$ cat config.mk
export PLATFORM = sky130hd
export DESIGN_NAME = bht_update_controller_flat
export DESIGN_NICKNAME = d
export VERILOG_FILES = /design/src/rtl/bht_update_controller_pkg.sv /design/src/rtl/bht_update_controller_if.sv /design/src/rtl/bht_update_fifo.sv /design/src/rtl/bht_update_controller.sv /design/src/flat_wrapper.sv
export SDC_FILE = /design/constraint.sdc
export NUM_CORES = 1
export LEC_CHECK = 0
export ABC_AREA = 1
export CAP_MARGIN = 15
export CORE_MARGIN = 1.5
export CORE_UTILIZATION = 35
export CTS_BUF_LIST = sky130_fd_sc_hd__clkbuf_2
export DETAILED_ROUTE_END_ITERATION = 10
export PLACE_DENSITY_LB_ADDON = 0.12
export SETUP_SLACK_MARGIN = 0.5
export SYNTH_ARGS = -nofsm -noshare
export SYNTH_HDL_FRONTEND = slang
export SYNTH_SLANG_ARGS = --single-unit
$ cat constraint.sdc
create_clock -name clk -period 2.28 [get_ports clk]
set_input_delay 0.57 -clock clk [delete_from_list [all_inputs] [get_ports clk]]
set_output_delay 0.57 -clock clk [all_outputs]
set_load 0.02 [all_outputs]
$ cat src/rtl/bht_update_controller_pkg.sv
// Shared types and helpers for the BHT update path: default geometry, the
// controller state, the queued update entry and 2-bit saturating arithmetic.
package bht_pkg;

  localparam int         BHT_INDEX_BITS = 4;
  localparam logic [1:0] BHT_INIT_STATE = 2'b10;

  typedef enum logic {
    INIT,
    IDLE
  } bht_state_t;

  typedef struct packed {
    logic [BHT_INDEX_BITS-1:0] addr;
    logic                      taken;
  } bht_entry_t;

  function automatic logic [1:0] sat_inc(input logic [1:0] ctr);
    return (ctr == 2'b11) ? ctr : ctr + 2'd1;
  endfunction

  function automatic logic [1:0] sat_dec(input logic [1:0] ctr);
    return (ctr == 2'b00) ? ctr : ctr - 2'd1;
  endfunction

endpackage

$ cat src/rtl/bht_update_controller_if.sv
// Bundle of the resolved-branch update inputs, the BHT read/write port and
// the controller status outputs; master is the controller side.
interface bht_update_controller_if #(
  parameter int INDEX_BITS  = 4,
  parameter int QUEUE_DEPTH = 4
);

  logic                         upd_valid;
  logic [31:0]                  upd_addr;
  logic                         upd_taken;
  logic [INDEX_BITS-1:0]        tbl_rd_addr;
  logic [1:0]                   tbl_rd_data;
  logic                         tbl_wr_en;
  logic [INDEX_BITS-1:0]        tbl_wr_addr;
  logic [1:0]                   tbl_wr_data;
  logic                         predict_enable;
  logic                         busy;
  logic                         overflow;
  logic [$clog2(QUEUE_DEPTH):0] queue_count;

  modport master (
    input  upd_valid, upd_addr, upd_taken, tbl_rd_data,
    output tbl_rd_addr, tbl_wr_en, tbl_wr_addr, tbl_wr_data,
    output predict_enable, busy, overflow, queue_count
  );

  modport slave (
    output upd_valid, upd_addr, upd_taken, tbl_rd_data,
    input  tbl_rd_addr, tbl_wr_en, tbl_wr_addr, tbl_wr_data,
    input  predict_enable, busy, overflow, queue_count
  );

endinterface

$ cat src/rtl/bht_update_fifo.sv
// Small synchronous FIFO of pending BHT updates with same-cycle push/pop and
// a synchronous clear; pointers carry an extra wrap bit for full/empty.
module bht_update_fifo
  import bht_pkg::*;
#(
  parameter int DEPTH = 4
) (
  input  logic                   clk,
  input  logic                   reset,
  input  logic                   clear,
  input  logic                   push,
  input  logic                   pop,
  input  bht_entry_t             push_data,
  output bht_entry_t             head,
  output logic [$clog2(DEPTH):0] count,
  output logic                   full,
  output logic                   empty
);

  localparam int PTR_W = $clog2(DEPTH);

  bht_entry_t     mem [DEPTH];
  logic [PTR_W:0] wr_ptr;
  logic [PTR_W:0] rd_ptr;
  logic           do_push;
  logic           do_pop;

  // A full FIFO still takes a push when the head leaves in the same cycle.
  assign do_pop  = pop & ~empty;
  assign do_push = push & (~full | do_pop);

  assign empty = (wr_ptr == rd_ptr);
  assign full  = (wr_ptr[PTR_W] != rd_ptr[PTR_W]) &&
                 (wr_ptr[PTR_W-1:0] == rd_ptr[PTR_W-1:0]);
  assign count = wr_ptr - rd_ptr;
  assign head  = mem[rd_ptr[PTR_W-1:0]];

  always_ff @(posedge clk) begin
    if (reset || clear) begin
      wr_ptr <= '0;
      rd_ptr <= '0;
    end else begin
      if (do_push) wr_ptr <= wr_ptr + 1'b1;
      if (do_pop)  rd_ptr <= rd_ptr + 1'b1;
    end
  end

  always_ff @(posedge clk) begin
    if (do_push && !clear) mem[wr_ptr[PTR_W-1:0]] <= push_data;
  end

endmodule

$ cat src/rtl/bht_update_controller.sv
// Owns the single BHT write port: sweeps the table to INIT_STATE after reset
// or flush, then drains queued branch outcomes as read-modify-write updates.
module bht_update_controller
  import bht_pkg::*;
#(
  parameter int         INDEX_BITS  = BHT_INDEX_BITS,
  parameter int         QUEUE_DEPTH = 4,
  parameter logic [1:0] INIT_STATE  = BHT_INIT_STATE
) (
  input  logic                   clk,
  input  logic                   reset,
  input  logic                   flush,
  bht_update_controller_if.master bus
);

  localparam int                    CNT_W    = $clog2(QUEUE_DEPTH) + 1;
  localparam logic [INDEX_BITS-1:0] LAST_IDX = '1;

  bht_state_t            state;
  logic [INDEX_BITS-1:0] init_idx;
  logic                  predict_enable_q;
  logic                  overflow_q;
  bht_entry_t            push_entry;
  bht_entry_t            head;
  logic                  push;
  logic                  pop;
  logic                  full;
  logic                  empty;
  logic [CNT_W-1:0]      count;
  logic                  unused_addr_bits;

  assign unused_addr_bits = ^bus.upd_addr[31:INDEX_BITS];

  // Outcomes arriving with a flush are discarded rather than queued.
  assign push_entry = '{addr: bus.upd_addr[INDEX_BITS-1:0], taken: bus.upd_taken};
  assign push       = bus.upd_valid & ~flush;
  assign pop        = (state == IDLE) & ~empty;

  bht_update_fifo #(
    .DEPTH(QUEUE_DEPTH)
  ) u_fifo (
    .clk      (clk),
    .reset    (reset),
    .clear    (flush),
    .push     (push),
    .pop      (pop),
    .push_data(push_entry),
    .head     (head),
    .count    (count),
    .full     (full),
    .empty    (empty)
  );

  always_ff @(posedge clk) begin
    if (reset || flush) begin
      state            <= INIT;
      init_idx         <= '0;
      predict_enable_q <= 1'b0;
      overflow_q       <= 1'b0;
    end else begin
      if (state == INIT) begin
        init_idx <= init_idx + 1'b1;
        if (init_idx == LAST_IDX) begin
          state            <= IDLE;
          predict_enable_q <= 1'b1;
        end
      end else begin
        predict_enable_q <= 1'b1;
      end
      if (push && full && !pop) overflow_q <= 1'b1;
    end
  end

  // The head's counter is read and rewritten in one cycle; a following update
  // to the same index reads the table after this write has landed.
  always_comb begin
    bus.tbl_rd_addr = head.addr;
    bus.tbl_wr_en   = pop;
    bus.tbl_wr_addr = head.addr;
    bus.tbl_wr_data = head.taken ? sat_inc(bus.tbl_rd_data) : sat_dec(bus.tbl_rd_data);
    if (state == INIT) begin
      bus.tbl_wr_en   = 1'b1;
      bus.tbl_wr_addr = init_idx;
      bus.tbl_wr_data = INIT_STATE;
    end
  end

  assign bus.predict_enable = predict_enable_q;
  assign bus.overflow       = overflow_q;
  assign bus.queue_count    = count;
  assign bus.busy           = (state == INIT) | (count != '0);

endmodule

$ cat src/flat_wrapper.sv
// flat-port wrapper written by rule: the top's interface ports become plain ports
module bht_update_controller_flat import bht_pkg::*;
#(
  parameter int         INDEX_BITS  = BHT_INDEX_BITS,
  parameter int         QUEUE_DEPTH = 4,
  parameter logic [1:0] INIT_STATE  = BHT_INIT_STATE
)
  (clk, reset, flush, bus_upd_valid, bus_upd_addr, bus_upd_taken, bus_tbl_rd_data, bus_tbl_rd_addr, bus_tbl_wr_en, bus_tbl_wr_addr, bus_tbl_wr_data, bus_predict_enable, bus_busy, bus_overflow, bus_queue_count);
  bht_update_controller_if #(.INDEX_BITS(INDEX_BITS), .QUEUE_DEPTH(QUEUE_DEPTH)) bus_i ();
  input  logic clk;
  input  logic reset;
  input  logic flush;
  input wire logic [$bits(bus_i.upd_valid)-1:0] bus_upd_valid;
  input wire logic [$bits(bus_i.upd_addr)-1:0] bus_upd_addr;
  input wire logic [$bits(bus_i.upd_taken)-1:0] bus_upd_taken;
  input wire logic [$bits(bus_i.tbl_rd_data)-1:0] bus_tbl_rd_data;
  output wire logic [$bits(bus_i.tbl_rd_addr)-1:0] bus_tbl_rd_addr;
  output wire logic [$bits(bus_i.tbl_wr_en)-1:0] bus_tbl_wr_en;
  output wire logic [$bits(bus_i.tbl_wr_addr)-1:0] bus_tbl_wr_addr;
  output wire logic [$bits(bus_i.tbl_wr_data)-1:0] bus_tbl_wr_data;
  output wire logic [$bits(bus_i.predict_enable)-1:0] bus_predict_enable;
  output wire logic [$bits(bus_i.busy)-1:0] bus_busy;
  output wire logic [$bits(bus_i.overflow)-1:0] bus_overflow;
  output wire logic [$bits(bus_i.queue_count)-1:0] bus_queue_count;
  assign bus_i.upd_valid = bus_upd_valid;
  assign bus_i.upd_addr = bus_upd_addr;
  assign bus_i.upd_taken = bus_upd_taken;
  assign bus_i.tbl_rd_data = bus_tbl_rd_data;
  assign bus_tbl_rd_addr = bus_i.tbl_rd_addr;
  assign bus_tbl_wr_en = bus_i.tbl_wr_en;
  assign bus_tbl_wr_addr = bus_i.tbl_wr_addr;
  assign bus_tbl_wr_data = bus_i.tbl_wr_data;
  assign bus_predict_enable = bus_i.predict_enable;
  assign bus_busy = bus_i.busy;
  assign bus_overflow = bus_i.overflow;
  assign bus_queue_count = bus_i.queue_count;
  bht_update_controller #(.INDEX_BITS(INDEX_BITS), .QUEUE_DEPTH(QUEUE_DEPTH), .INIT_STATE(INIT_STATE)) u_core (.clk(clk), .reset(reset), .flush(flush), .bus(bus_i));
endmodule
Word level (Yosys, flattened, before mapping)
Memories as Yosys holds them, arrays and structs flattened. A register that Yosys moved wholly into a read port is not among the register bits. Cells that the tools add are included.

Bits in registers: 13. Output and inout bits: 17. Word-level logic and storage cells: 52. Input bits: 39. RAM bits: 20. Memories: 1.

Mux-type cells: 14. Reductions and logical operators: 10. Bitwise operators: 10. Add/sub/neg operators: 6. Eq/ne operators: 5.

Memory list: u_core.u_fifo.mem (words 4, width 5, rd ports 1, clocked after Yosys merged registers in 1, write ports 1, RTL line bht_update_fifo.sv:22) `bht_entry_t mem [DEPTH];`.

Operators with widths (number): 2-bit 2-to-1 mux (6); 1-bit 2-to-1 mux (7); 3-bit by 1-bit adder with 3-bit output (second input constant) (2); 4-bit by 1-bit adder with 4-bit output (second input constant) (1); 1-bit bitwise AND (4); 4-bit == test (second input constant) (1); 1-bit logical AND (4); 4-bit 2-to-1 mux (1); 1-bit inverter (4); 3-bit == test (1); 3-bit nonzero test (1); 3-bit subtractor (1); 2-bit by 1-bit adder with 2-bit output (second input constant) (1); 2-bit == test (1); 2-bit == test (second input constant) (1); 1-bit logical NOT (2); 2-bit logical NOT (1); 1-bit OR (2); 2-bit nonzero test (1); 2-bit by 1-bit subtractor with 2-bit output (second input constant) (1); 1-bit logical OR (1); 1-bit inequality test (1).

Logic depth before layout (Yosys ltp)
Gate-level depths: netlist (run 1).

Depth in word-level cells: 9. Depth in mapped cells: 8. Gate-level depth less buffers: 8.

Hierarchy
A second synthesis (run 1) with hierarchy kept.

Cells, all modules: 185. Area, all modules: 1690.4 µm².

Modules (own cells, without submodules): bht_update_fifo (cells an instance 122, sequential area each 760.7 µm², area each 1271.2 µm², instances 1); bht_update_controller (cells an instance 63, sequential area each 140.1 µm², area each 419.2 µm², instances 1).

Worst setup path before layout (run 1)
Ideal clock, no wire load.

Path kind: reg-to-output. Start point: register u_core.u_fifo.wr_ptr[0]. End point: output bus_busy. Path slack: 0.039 ns. Path buffers: 0. Data required time: 1.710 ns. Arrival: 1.671 ns. Stages on the path, launching flop included: 7. Cell sequence: dfxtp_1 > inv_1 > ha_1 > fa_1 > xor2_1 > nor2_1 > nand2_1.

Word-level cells in the longest chain between the ends: 3.

RTL lines: start: declaration (RTL line bht_update_fifo.sv:23) `logic [PTR_W:0] wr_ptr;`; start signal: assignment (RTL line bht_update_fifo.sv:43) `if (do_push) wr_ptr <= wr_ptr + 1'b1;`; 3-bit subtractor (RTL line bht_update_fifo.sv:35) `assign count = wr_ptr - rd_ptr;`; via bus_queue_count[2] (RTL line flat_wrapper.sv:24) `output wire logic [$bits(bus_i.queue_count)-1:0] bus_queue_count;`; 3-bit nonzero test (RTL line bht_update_controller.sv:91) `assign bus.busy = (state == INIT) | (count != '0);`; 1-bit OR (RTL line bht_update_controller.sv:91); end: declaration (RTL line flat_wrapper.sv:22) `output wire logic [$bits(bus_i.busy)-1:0] bus_busy;`.

The timed path passes the listed nets, and every way through them passes these cells.

Worst setup path after layout (run 1)
Start point: register u_core.u_fifo.wr_ptr[0]. End point: output bus_busy.

Word-level cells in the longest chain between the ends: 3.

RTL lines (RTL line): 3-bit subtractor (bht_update_fifo.sv:35); 3-bit nonzero test (bht_update_controller.sv:91); 1-bit OR (bht_update_controller.sv:91).

No other way between the ends.

==> flow_metrics.py, run 1 <==
metrics = {
    "timing": {
        "slew_headroom_pct": 84.2,
        "min_period_ns": 2.41,
        "final.period_utilization_pct": 106,
        "fin_ws_ns": -0.128,
        "finalSetupViolations": 3,
        "maxClockFrequency_mhz": 415,
        "timing_max_transition_violations_final": 0,
        "grt_setup_unrepaired": "yes",
        "timing_hold_violations_final": 0,
        "whs_ns": 0.461,
        "tightestPinTransition_ns": 0.236,
        "fin_clk_skew_ns": 0.0103,
    },
    "logic_synthesis": {
        "post-synth-top-area-cell": "sky130_fd_sc_hd__edfxtp_1",
        "postSynthNetCount": 228,
        "syn_inst": 180,
        "yosys_warnings": 0,
        "synth_top_area_share_pct": 36.0,
        "synth_area_leaders": "sky130_fd_sc_hd__edfxtp_1 36%, sky130_fd_sc_hd__dfxtp_1 18%, sky130_fd_sc_hd__nand2_1 11%, sky130_fd_sc_hd__ha_1 6.0%, sky130_fd_sc_hd__inv_1 4.1%",
        "synthesis.area_um2": 1670,
        "yosys_register_bits": 35,
        "yosysUniqueCellTypes": 25,
        "synth_sequential_area_ratio_pct": 54.0,
        "synthesis.area_per_instance_um2": 9.27,
    },
    "grt": {
        "peak_usage_layer_in_the_global_routing_report": "met2",
        "pin_count_of_the_biggest_net_entering_global_routing": 13,
        "grt_antenna_before_repair": 0,
        "grt_remaining_overflow": 0,
        "first_global_vias": 1392,
        "grt_util_all_layers_pct": 15.8,
        "use_met2_pct": 27.6,
        "grt_pass1_wl_um": 6220,
        "grtUsageMet1_pct": 18.8,
        "use_met3_pct": 3.75,
    },
    "clocking": {
        "numCtsBuffers": 5,
        "worst_skew_pair.late_latency_ns": 0.37,
        "cts_tree": "built",
        "ctsRootBufferMaster": "sky130_fd_sc_hd__clkbuf_2",
        "htreeDepth": 2,
        "clock_sinks": 35,
        "cts-root-to-sink-buffers": 2,
        "clock_pin_transition_on_the_worst_setup_and_hold_timing_paths_ns": 0.18,
        "post_cts_hold_fix_bufs": 0,
    },
    "run_status": {
        "outcome": "complete, but fails checks",
        "violations_in_the_final_reports": "setup timing",
    },
    "route": {
        "route.detailed.vias_per_inst": 4.82,
        "final_antenna_net_count": 0,
        "initial_detailed_routing_violation_count": 56,
        "route.detailed.drc": 0,
        "total_number_of_vias": 1408,
        "wire_length_reported_by_the_detailed_router_um": 3750,
        "drt-pass1-iter-count": 4,
        "avgRoutedWirePerCell_um": 12.8,
    },
    "critical_path": {
        "critical_path.max_stage_delay_ns": 0.55,
        "critPathArrivalTime_ns": 1.84,
        "crit_top_cell": "sky130_fd_sc_hd__nand2_2",
        "endpoint_kind": "output port",
        "crit_path_cell_trace": "inv_2 -> ha_4 -> fa_2 -> nand2_2 -> nor2_2 -> nand2_2 -> buf_6",
        "worstSetupPathType": "flip-flop to output port",
        "critPathLaunchType": "flip-flop",
        "critical_path_required_ns": 1.71,
        "cp_max_fo": 2,
        "crit_slowest_cell": "sky130_fd_sc_hd__fa_2",
    },
    "pwr": {
        "power_leakage_nw": 1.03,
        "ir_drop_uv": 305,
        "p_per_area_nw_per_um2": 470,
    },
    "final_layout": {
        "diodes": 0,
        "area_delta_synth_final_pct": 50.9,
        "nFillCells": 394,
        "final_core_utilization_pct": 56.2,
        "postLayoutCellArea_um2": 2520,
        "most_common_library_cell_in_the_layout_ignoring_fill_and_taps": "sky130_fd_sc_hd__nand2_1",
        "layout_cell_share_with_drive_strength_beyond_1_pct": 46.3,
        "fin_nets": 287,
        "layout_common_cells": "32 x sky130_fd_sc_hd__nand2_1, 24 x sky130_fd_sc_hd__buf_6, 20 x sky130_fd_sc_hd__edfxtp_1, 19 x sky130_fd_sc_hd__buf_4, 16 x sky130_fd_sc_hd__nand2_2",
    },
    "floorplan": {
        "start_util_pct": 37.3,
        "design.die.area_um2": 5190,
        "design.core.area_um2": 4470,
        "num_rows": 24,
        "ioPinCount": 56,
        "horiz_die_dim_um": 72.0,
        "die_height_um": 72.0,
    },
    "placed_design": {
        "post-dp-hpwl_um": 2550,
        "postPlaceCellArea_um2": 2110,
        "pre_cts_slack_ns": -0.251,
        "routabilityCongestion": 0.783,
        "numPortBuffers": 27,
    },
    "hold_path": {
        "worstHoldPathType": "flip-flop to flip-flop",
    },
    "flow_run": {
        "maxCapViolCount": 0,
    },
}
[cell families after synthesis]
group | after synthesis | synth area share (%)
AND/OR/NAND/NOR | 83 | 23.0
buffers and inverters | 24 | 5.93
AO/OA/AOI/OAI | 26 | 8.33
XOR/XNOR | 3 | 1.58
adder cells (fa/ha/maj) | 9 | 7.20
flip-flops | 35 | 54.0
[stage by stage]
step           setup TNS [ns]  std cells  power (W)
6_report               -0.161        292    0.00118
3_3_place_gp           -0.557        269   0.000776
4_1_cts                -0.240        285    0.00119
2_1_floorplan               0        180   0.000731
3_5_place_dp           -0.664        269   0.000780
5_1_grt                -0.408        292    0.00124
[final timing paths]
path	start	end	slack, ns	cells past startpoint
max	u_core.u_fifo.wr_ptr[0]$_SDFFE_PP0P_	bus_busy	-0.13	7
min	u_core.bus.overflow$_SDFFE_PP0P_	u_core.bus.overflow$_SDFFE_PP0P_	0.46	2
max reg2reg	u_core.u_fifo.wr_ptr[1]$_SDFFE_PP0P_	u_core.u_fifo.mem[1][2]$_DFFE_PP_	0.65	9
min reg2reg	u_core.bus.overflow$_SDFFE_PP0P_	u_core.bus.overflow$_SDFFE_PP0P_	0.46	2
[area by class of cell]
class                   instances  area (µm²)  share of cell area, %
inverters                      21        88.8                   3.53
well taps                      52        65.1                   2.59
flip-flops and latches         35         913                   36.3
multi-input cells             121         851                   33.8
clock inverters                 3        43.8                   1.74
clock buffers                   5        25.0                  0.995
repair buffers                 55         529                   21.0
[cells in the mapped netlist (all sizes together)]
master / n
ha: 8
nand3: 12
a21o: 1
nand4: 1
dfxtp: 15
fa: 1
inv: 21
nor3: 1
nand2: 53
o21ai: 12
a21oi: 12
xor2: 3
nor2: 16
buf: 3
edfxtp: 20
o211ai: 1
[sequential cells by signal, indices dropped and copies added, names as in the netlist, named ones only]
register                   flops
u_core.bus.overflow            1
u_core.bus.predict_enable      1
u_core.init_idx                4
u_core.state                   1
u_core.u_fifo.mem             20
u_core.u_fifo.rd_ptr           3
u_core.u_fifo.wr_ptr           3
[critical path: cells and delay by family (launching register included)]
family        cells  cell delay [ns]
flops             1             0.37
fa+ha+maj         2             0.70
simple gates      3             0.23
buf+inv           2             0.18
[where the power goes]
part | internal (W) | switching (W) | total (W)
logic | 0.0000532 | 0.0000537 | 0.000107
registers | 0.000672 | 0.00000387 | 0.000676
clock network | 0.000186 | 0.000213 | 0.000399
total | 0.000912 | 0.000270 | 0.00118
[what timing repair did]
item                       4_1_cts  5_1_grt
pin swaps                       12       11
gates cloned                     0        0
setup buffers                    8        7
setup endpoints to repair       17       15
gates resized for setup        135       21
[per-layer routing]
layer  wire length (µm)  part of all wire [%]
met1               1600                    43
met2               1960                    52
met3                121                   3.2
met4                 76                   2.0
met5                  0                     0
No activity file was read; power rests on OpenSTA's default activity.
==> inputs of run 2 (changes only) <==
--- a/config.mk
+++ b/config.mk
@@ -7,6 +7,7 @@
 export LEC_CHECK = 0
 export ABC_AREA = 1
 export CAP_MARGIN = 15
+export CORE_ASPECT_RATIO = 1.25
 export CORE_MARGIN = 1.5
 export CORE_UTILIZATION = 35
 export CTS_BUF_LIST = sky130_fd_sc_hd__clkbuf_2
==> run 2 against run 1 <==
Against the previous run: largest cell class unchanged; count of clock-buffer cells in the layout increased by 1; the flow still finishes with violations (setup timing); hold slack improved by 0.0073 ns; clock skew decreased by 0.0051 ns; non-clock buffer count decreased by 7; die area about the same; global-route usage decreased by 0.49 points; clock power decreased by 33%; worst setup slack improved by 0.033 ns; sequential cell count unchanged; sequential share of layout area increased by 2.6 points; critical path depth unchanged; maximum frequency increased by 1.4%.
==> flow_metrics.py, run 2 (synthesized netlist as in run 1, its figures left out) <==
metrics = {
    "final_layout": {
        "layout_cell_share_with_drive_strength_beyond_1_pct": 42.5,
        "largest_register_ff_count": 20,
        "nFillCells": 441,
        "diodes": 0,
        "area_delta_synth_final_pct": 40.7,
        "final_core_utilization_pct": 52.2,
        "layout_common_cells": "30 x sky130_fd_sc_hd__nand2_1, 20 x sky130_fd_sc_hd__edfxtp_1, 19 x sky130_fd_sc_hd__nand2_2, 19 x sky130_fd_sc_hd__buf_4, 16 x sky130_fd_sc_hd__buf_6",
        "most_common_library_cell_in_the_layout_ignoring_fill_and_taps": "sky130_fd_sc_hd__nand2_1",
        "fin_nets": 280,
    },
    "placed_design": {
        "pre_cts_slack_ns": -0.223,
        "numPortBuffers": 27,
        "post-dp-hpwl_um": 2670,
        "routabilityCongestion": 0.789,
    },
    "hold_path": {
        "min_from": "u_core.bus.overflow$_SDFFE_PP0P_",
        "worstHoldPathType": "flip-flop to flip-flop",
    },
    "timing": {
        "fin_ws_ns": -0.0944,
        "slew_headroom_pct": 82.0,
        "timing_max_transition_violations_final": 0,
        "final.period_utilization_pct": 104,
        "maxClockFrequency_mhz": 421,
        "fin_clk_skew_ns": 0.00513,
        "grt_setup_unrepaired": "yes",
        "min_period_ns": 2.37,
        "tightestPinTransition_ns": 0.270,
        "finalSetupViolations": 2,
        "timing_hold_violations_final": 0,
    },
    "clocking": {
        "clock_sinks": 35,
        "worst_skew_pair.late_latency_ns": 0.35,
        "clock_pin_transition_on_the_worst_setup_and_hold_timing_paths_ns": 0.16,
        "cts-root-to-sink-buffers": 2,
        "ctsRootBufferMaster": "sky130_fd_sc_hd__clkbuf_2",
        "numCtsBuffers": 5,
        "cts_tree": "built",
        "htreeDepth": 2,
    },
    "route": {
        "route.detailed.drc": 0,
        "final_antenna_net_count": 0,
        "total_number_of_vias": 1345,
        "route.detailed.vias_per_inst": 4.62,
        "drt-pass1-iter-count": 4,
        "wire_length_reported_by_the_detailed_router_um": 3590,
        "avgRoutedWirePerCell_um": 12.3,
        "initial_detailed_routing_violation_count": 24,
    },
    "grt": {
        "grt_pass1_wl_um": 6040,
        "grt_util_all_layers_pct": 15.3,
        "first_global_vias": 1381,
        "pin_count_of_the_biggest_net_entering_global_routing": 11,
        "grt_remaining_overflow": 0,
        "grt_antenna_before_repair": 0,
    },
    "critical_path": {
        "r2r_start": "u_core.u_fifo.wr_ptr[1]$_SDFFE_PP0P_",
        "critical_path_buf_inv_count": 2,
        "critPathArrivalTime_ns": 1.80,
        "cp_max_fo": 2,
        "startpoint": "u_core.u_fifo.wr_ptr[0]$_SDFFE_PP0P_",
        "critical_path_required_ns": 1.71,
        "cp_delay_by_family_top": "adder cells",
        "crit_path_cell_trace": "inv_2 -> ha_4 -> fa_2 -> nand2_1 -> nor2_2 -> nand2_2 -> buf_6",
        "endpoint_kind": "output port",
        "crit_slowest_cell": "sky130_fd_sc_hd__fa_2",
        "critPathLaunchType": "flip-flop",
        "worstSetupPathType": "flip-flop to output port",
        "critical_path.max_stage_delay_ns": 0.54,
    },
    "run_status": {
        "violations_in_the_final_reports": "setup timing",
        "outcome": "complete, but fails checks",
    },
    "floorplan": {
        "ioPinCount": 56,
        "start_util_pct": 37.1,
        "horiz_die_dim_um": 64.7,
        "num_rows": 27,
        "design.die.area_um2": 5190,
        "design.core.area_um2": 4490,
        "die_height_um": 80.2,
    },
    "pwr": {
        "ir_drop_uv": 208,
        "power_leakage_nw": 0.980,
        "p_per_area_nw_per_um2": 443,
    },
    "flow_run": {
        "maxCapViolCount": 0,
    },
}
[run 2: layer usage]
metal  GRT usage, %  wire (µm)  up-vias
li1               -          -      690
met1           15.7       1410      620
met2           29.2       1970       29
met3           3.50        146        6
met4           6.38         63        0
met5              0          0        -
[run 2: path summary, 6_finish.rpt]
kind / end / slack, ns / cells after the start
worst min-delay path: u_core.bus.overflow$_SDFFE_PP0P_ / 0.47 / 2
worst max register to register: u_core.u_fifo.mem[3][3]$_DFFE_PP_ / 0.66 / 9
worst max-delay path: bus_busy / -0.09 / 7
worst min register to register: u_core.bus.overflow$_SDFFE_PP0P_ / 0.47 / 2
[run 2: cell type report]
type / instances / area, µm² / share of cell area (%)
Sequential cell: 35 / 913 / 38.9
Clock buffer: 6 / 30.0 / 1.28
Tap cell: 58 / 72.6 / 3.09
Multi-Input combinational cell: 121 / 796 / 33.9
Timing Repair Buffer: 48 / 443 / 18.9
Clock inverter: 2 / 7.51 / 0.320
Inverter: 21 / 83.8 / 3.57
[run 2: metrics by stage]
stage / power, W / TNS (ns) / area (µm²) / cells / hold slack (ns)
final: 0.00104 / -0.0960 / 2350 / 291 / 0.468
after global routing: 0.00109 / -0.401 / 2350 / 291 / 0.510
after CTS: 0.00105 / -0.345 / 2260 / 284 / 0.469
after detailed placement: 0.000779 / -0.593 / 2110 / 273 / 0.440
after global placement: 0.000777 / -0.521 / 2110 / 273 / 0.436
after floorplan: 0.000731 / 0 / 1700 / 180 / 0.461
[run 2: power breakdown]
part           leakage, nW  internal (W)  switching, W
logic                0.646     0.0000464     0.0000508
registers            0.306      0.000672    0.00000359
clock network       0.0281     0.0000741      0.000193
[run 2: timing repair]
item	CTS	global route
gates cloned	0	0
hold buffers	0	0
setup endpoints to repair	17	15
pin swaps	11	7
gates resized for setup	119	17
hold endpoints to repair	0	0
buffers inserted	3	7
[run 2: worst min-delay path, stage by stage, from the launching register on]
cell and delay (ns):
sky130_fd_sc_hd__dfxtp_1 0.35, sky130_fd_sc_hd__inv_1 0.05, sky130_fd_sc_hd__a21oi_1 0.05
==> inputs of run 3 (changes only) <==
--- a/config.mk
+++ b/config.mk
@@ -13,7 +13,6 @@
 export CTS_BUF_LIST = sky130_fd_sc_hd__clkbuf_2
 export DETAILED_ROUTE_END_ITERATION = 10
 export PLACE_DENSITY_LB_ADDON = 0.12
-export SETUP_SLACK_MARGIN = 0.5
 export SYNTH_ARGS = -nofsm -noshare
 export SYNTH_HDL_FRONTEND = slang
 export SYNTH_SLANG_ARGS = --single-unit
==> run 3 against run 2 <==
Against the previous run: the run still ends with setup timing left; non-clock buffer count is 4 lower; worst setup slack gained 0.042 ns; register-to-register slack worse by 0.08 ns; critical endpoint unchanged; first-iteration DRC count up 58%; count of clock-buffer cells in the layout unchanged; global-route usage fell by 0.40 points; sequential share of layout area increased by 3.0 points.
==> flow_metrics.py, run 3 (synthesized netlist as in run 1, its figures left out) <==
metrics = {
    "run_status": {
        "outcome": "complete, but fails checks",
        "violations_in_the_final_reports": "setup timing",
    },
    "timing": {
        "fin_ws_ns": -0.0522,
        "grt_setup_unrepaired": "yes",
        "slew_headroom_pct": 73.0,
        "finalSetupViolations": 1,
        "timing_hold_violations_final": 0,
        "final.period_utilization_pct": 102,
        "timing_max_transition_violations_final": 0,
        "tightestPinTransition_ns": 0.404,
        "whs_ns": 0.471,
        "min_period_ns": 2.33,
        "maxClockFrequency_mhz": 429,
        "fin_setup_tns_ns": -0.0522,
        "fin_clk_skew_ns": 0.0129,
    },
    "final_layout": {
        "postLayoutCellArea_um2": 2170,
        "nFillCells": 460,
        "diodes": 0,
        "multi_input_gate_area_in_the_final_layout_um2": 698,
        "layout_cell_share_with_drive_strength_beyond_1_pct": 25.8,
        "most_common_library_cell_in_the_layout_ignoring_fill_and_taps": "sky130_fd_sc_hd__nand2_1",
        "fin_nets": 276,
        "register_area_um2": 908,
        "largest_register_ff_count": 20,
        "area_delta_synth_final_pct": 30.0,
        "layout_common_cells": "47 x sky130_fd_sc_hd__nand2_1, 20 x sky130_fd_sc_hd__edfxtp_1, 18 x sky130_fd_sc_hd__buf_4, 16 x sky130_fd_sc_hd__inv_1, 13 x sky130_fd_sc_hd__nor2_1",
    },
    "critical_path": {
        "ff2ff_setup_slack_ns": 0.58,
        "worstSetupPathType": "flip-flop to output port",
        "critPathLaunchType": "flip-flop",
        "rr_endpoint": "u_core.u_fifo.mem[2][0]$_DFFE_PP_",
        "cp_max_fo": 2,
        "endpoint_kind": "output port",
        "r2r_start": "u_core.u_fifo.wr_ptr[1]$_SDFFE_PP0P_",
        "critPathArrivalTime_ns": 1.76,
        "ff2ff_path_depth": 9,
        "critical_path_required_ns": 1.71,
    },
    "clocking": {
        "ctsRootBufferMaster": "sky130_fd_sc_hd__clkbuf_2",
        "htreeDepth": 2,
        "post_cts_hold_fix_bufs": 0,
        "clock_sinks": 35,
        "numCtsBuffers": 5,
        "cts_tree": "built",
        "worst_skew_pair.late_latency_ns": 0.36,
        "clock_pin_transition_on_the_worst_setup_and_hold_timing_paths_ns": 0.16,
        "cts-root-to-sink-buffers": 2,
    },
    "route": {
        "avgRoutedWirePerCell_um": 12.4,
        "route.detailed.drc": 0,
        "route.detailed.vias_per_inst": 4.70,
        "final_antenna_net_count": 0,
        "drt-pass1-iter-count": 4,
        "initial_detailed_routing_violation_count": 38,
        "total_number_of_vias": 1348,
        "wire_length_reported_by_the_detailed_router_um": 3560,
    },
    "pwr": {
        "p_per_area_nw_per_um2": 474,
        "sequentialPowerShare_pct": 65.7,
        "pwr-share-comb_pct": 8.4,
        "cell_internal_power_dissipation_w": 0.000789,
        "p_clk_share_pct": 25.8,
        "power_leakage_nw": 0.911,
        "netSwitchingFraction_pct": 23.3,
        "power_switching_w": 0.000240,
        "ir_drop_uv": 223,
    },
    "grt": {
        "grtUsageMet1_pct": 15.2,
        "grt_pass1_wl_um": 5780,
        "grt_util_all_layers_pct": 14.9,
        "peak_usage_layer_in_the_global_routing_report": "met2",
        "grt_antenna_before_repair": 0,
        "pin_count_of_the_biggest_net_entering_global_routing": 13,
        "grt_remaining_overflow": 0,
        "use_met3_pct": 3.64,
        "use_met2_pct": 27.4,
        "first_global_vias": 1370,
    },
    "placed_design": {
        "postPlaceCellArea_um2": 2100,
        "routabilityCongestion": 0.775,
        "post-dp-hpwl_um": 2690,
        "numPortBuffers": 27,
    },
    "floorplan": {
        "design.die.area_um2": 5190,
        "start_util_pct": 37.1,
        "die_height_um": 80.2,
        "num_rows": 27,
        "ioPinCount": 56,
        "design.core.area_um2": 4490,
        "horiz_die_dim_um": 64.7,
    },
    "hold_path": {
        "worstHoldPathType": "flip-flop to flip-flop",
        "min_from": "u_core.bus.predict_enable$_SDFFE_PP0P_",
        "whs_path_depth": 1,
        "hold-path-endpoint": "u_core.bus.predict_enable$_SDFFE_PP0P_",
    },
    "flow_run": {
        "maxCapViolCount": 0,
    },
}
==> run 3: changes by cell type in the layout (fill, tap and decap cells not counted), moves of 3 or more <==
cell | before | now
sky130_fd_sc_hd__nand2_1 | 30 | 47
sky130_fd_sc_hd__clkbuf_2 | 6 | 9
sky130_fd_sc_hd__clkdlybuf4s50_1 | 8 | 12
sky130_fd_sc_hd__buf_6 | 16 | 2
sky130_fd_sc_hd__inv_2 | 8 | 4
sky130_fd_sc_hd__inv_1 | 12 | 16
sky130_fd_sc_hd__o21ai_2 | 5 | 2
sky130_fd_sc_hd__o21ai_1 | 6 | 9
sky130_fd_sc_hd__nand2_2 | 19 | 3
==> run 3: final cells by class <==
class	instances	share of cell area (%)
clock buffer	6	1.38
tap	58	3.35
sequential	35	41.9
clock inverter	2	0.404
inverter	21	3.75
multi-input combinational	121	32.2
timing repair buffer	44	17.0
==> run 3: routing by layer <==
layer	up-vias	share of wire (%)
li1	682	-
met1	613	40
met2	40	52
met3	13	5.3
met4	0	3.1
met5	-	0
==> run 3: power by group through the flow <==
stage               clock [W]  combinational [W]  sequential, W
global placement            0          0.0000866       0.000691
global route         0.000307          0.0000967       0.000677
detailed placement          0          0.0000893       0.000691
CTS                  0.000281          0.0000869       0.000676
finish               0.000266          0.0000867       0.000676
floorplan                   0          0.0000391       0.000691
==> run 3: worst max path at each step <==
stage	depth (start not counted)	to	startpoint	slack [ns]
after CTS	7	bus_busy	u_core.u_fifo.wr_ptr[0]$_SDFFE_PP0P_	-0.16
after global placement	4	bus_tbl_wr_data[0]	bus_tbl_rd_data[1]	-0.20
final	7	bus_busy	u_core.u_fifo.wr_ptr[0]$_SDFFE_PP0P_	-0.05
after global routing	7	bus_busy	u_core.u_fifo.wr_ptr[0]$_SDFFE_PP0P_	-0.20
after detailed placement	4	bus_tbl_wr_data[0]	bus_tbl_rd_data[1]	-0.23
after floorplan	6	bus_busy	u_core.u_fifo.wr_ptr[0]$_SDFFE_PP0P_	0.04
==> run 3: stage by stage <==
step / cells / util [%] / setup WS [ns] / power (W)
after global routing: 287 / 48.3 / -0.196 / 0.00108
after global placement: 276 / 46.6 / -0.202 / 0.000777
final: 287 / 48.3 / -0.0522 / 0.00103
after floorplan: 180 / - / 0.0388 / 0.000730
after detailed placement: 276 / 46.6 / -0.228 / 0.000780
after CTS: 284 / 47.8 / -0.157 / 0.00104
==> run 3: timing repair <==
action                     in CTS  in global routing
resized for setup              45                 16
setup endpoints to repair      15                 11
pin swaps                       2                  4
hold endpoints to repair        0                  0
buffers inserted                0                  3
==> run 3: worst max-delay path: stages, from the launching register on <==
cell and delay, ns:
sky130_fd_sc_hd__dfxtp_2 0.37, sky130_fd_sc_hd__inv_2 0.05, sky130_fd_sc_hd__ha_4 0.15, sky130_fd_sc_hd__fa_2 0.53, sky130_fd_sc_hd__nand2_1 0.05, sky130_fd_sc_hd__nor2_1 0.08
sky130_fd_sc_hd__nand2_1 0.06, sky130_fd_sc_hd__buf_6 0.13
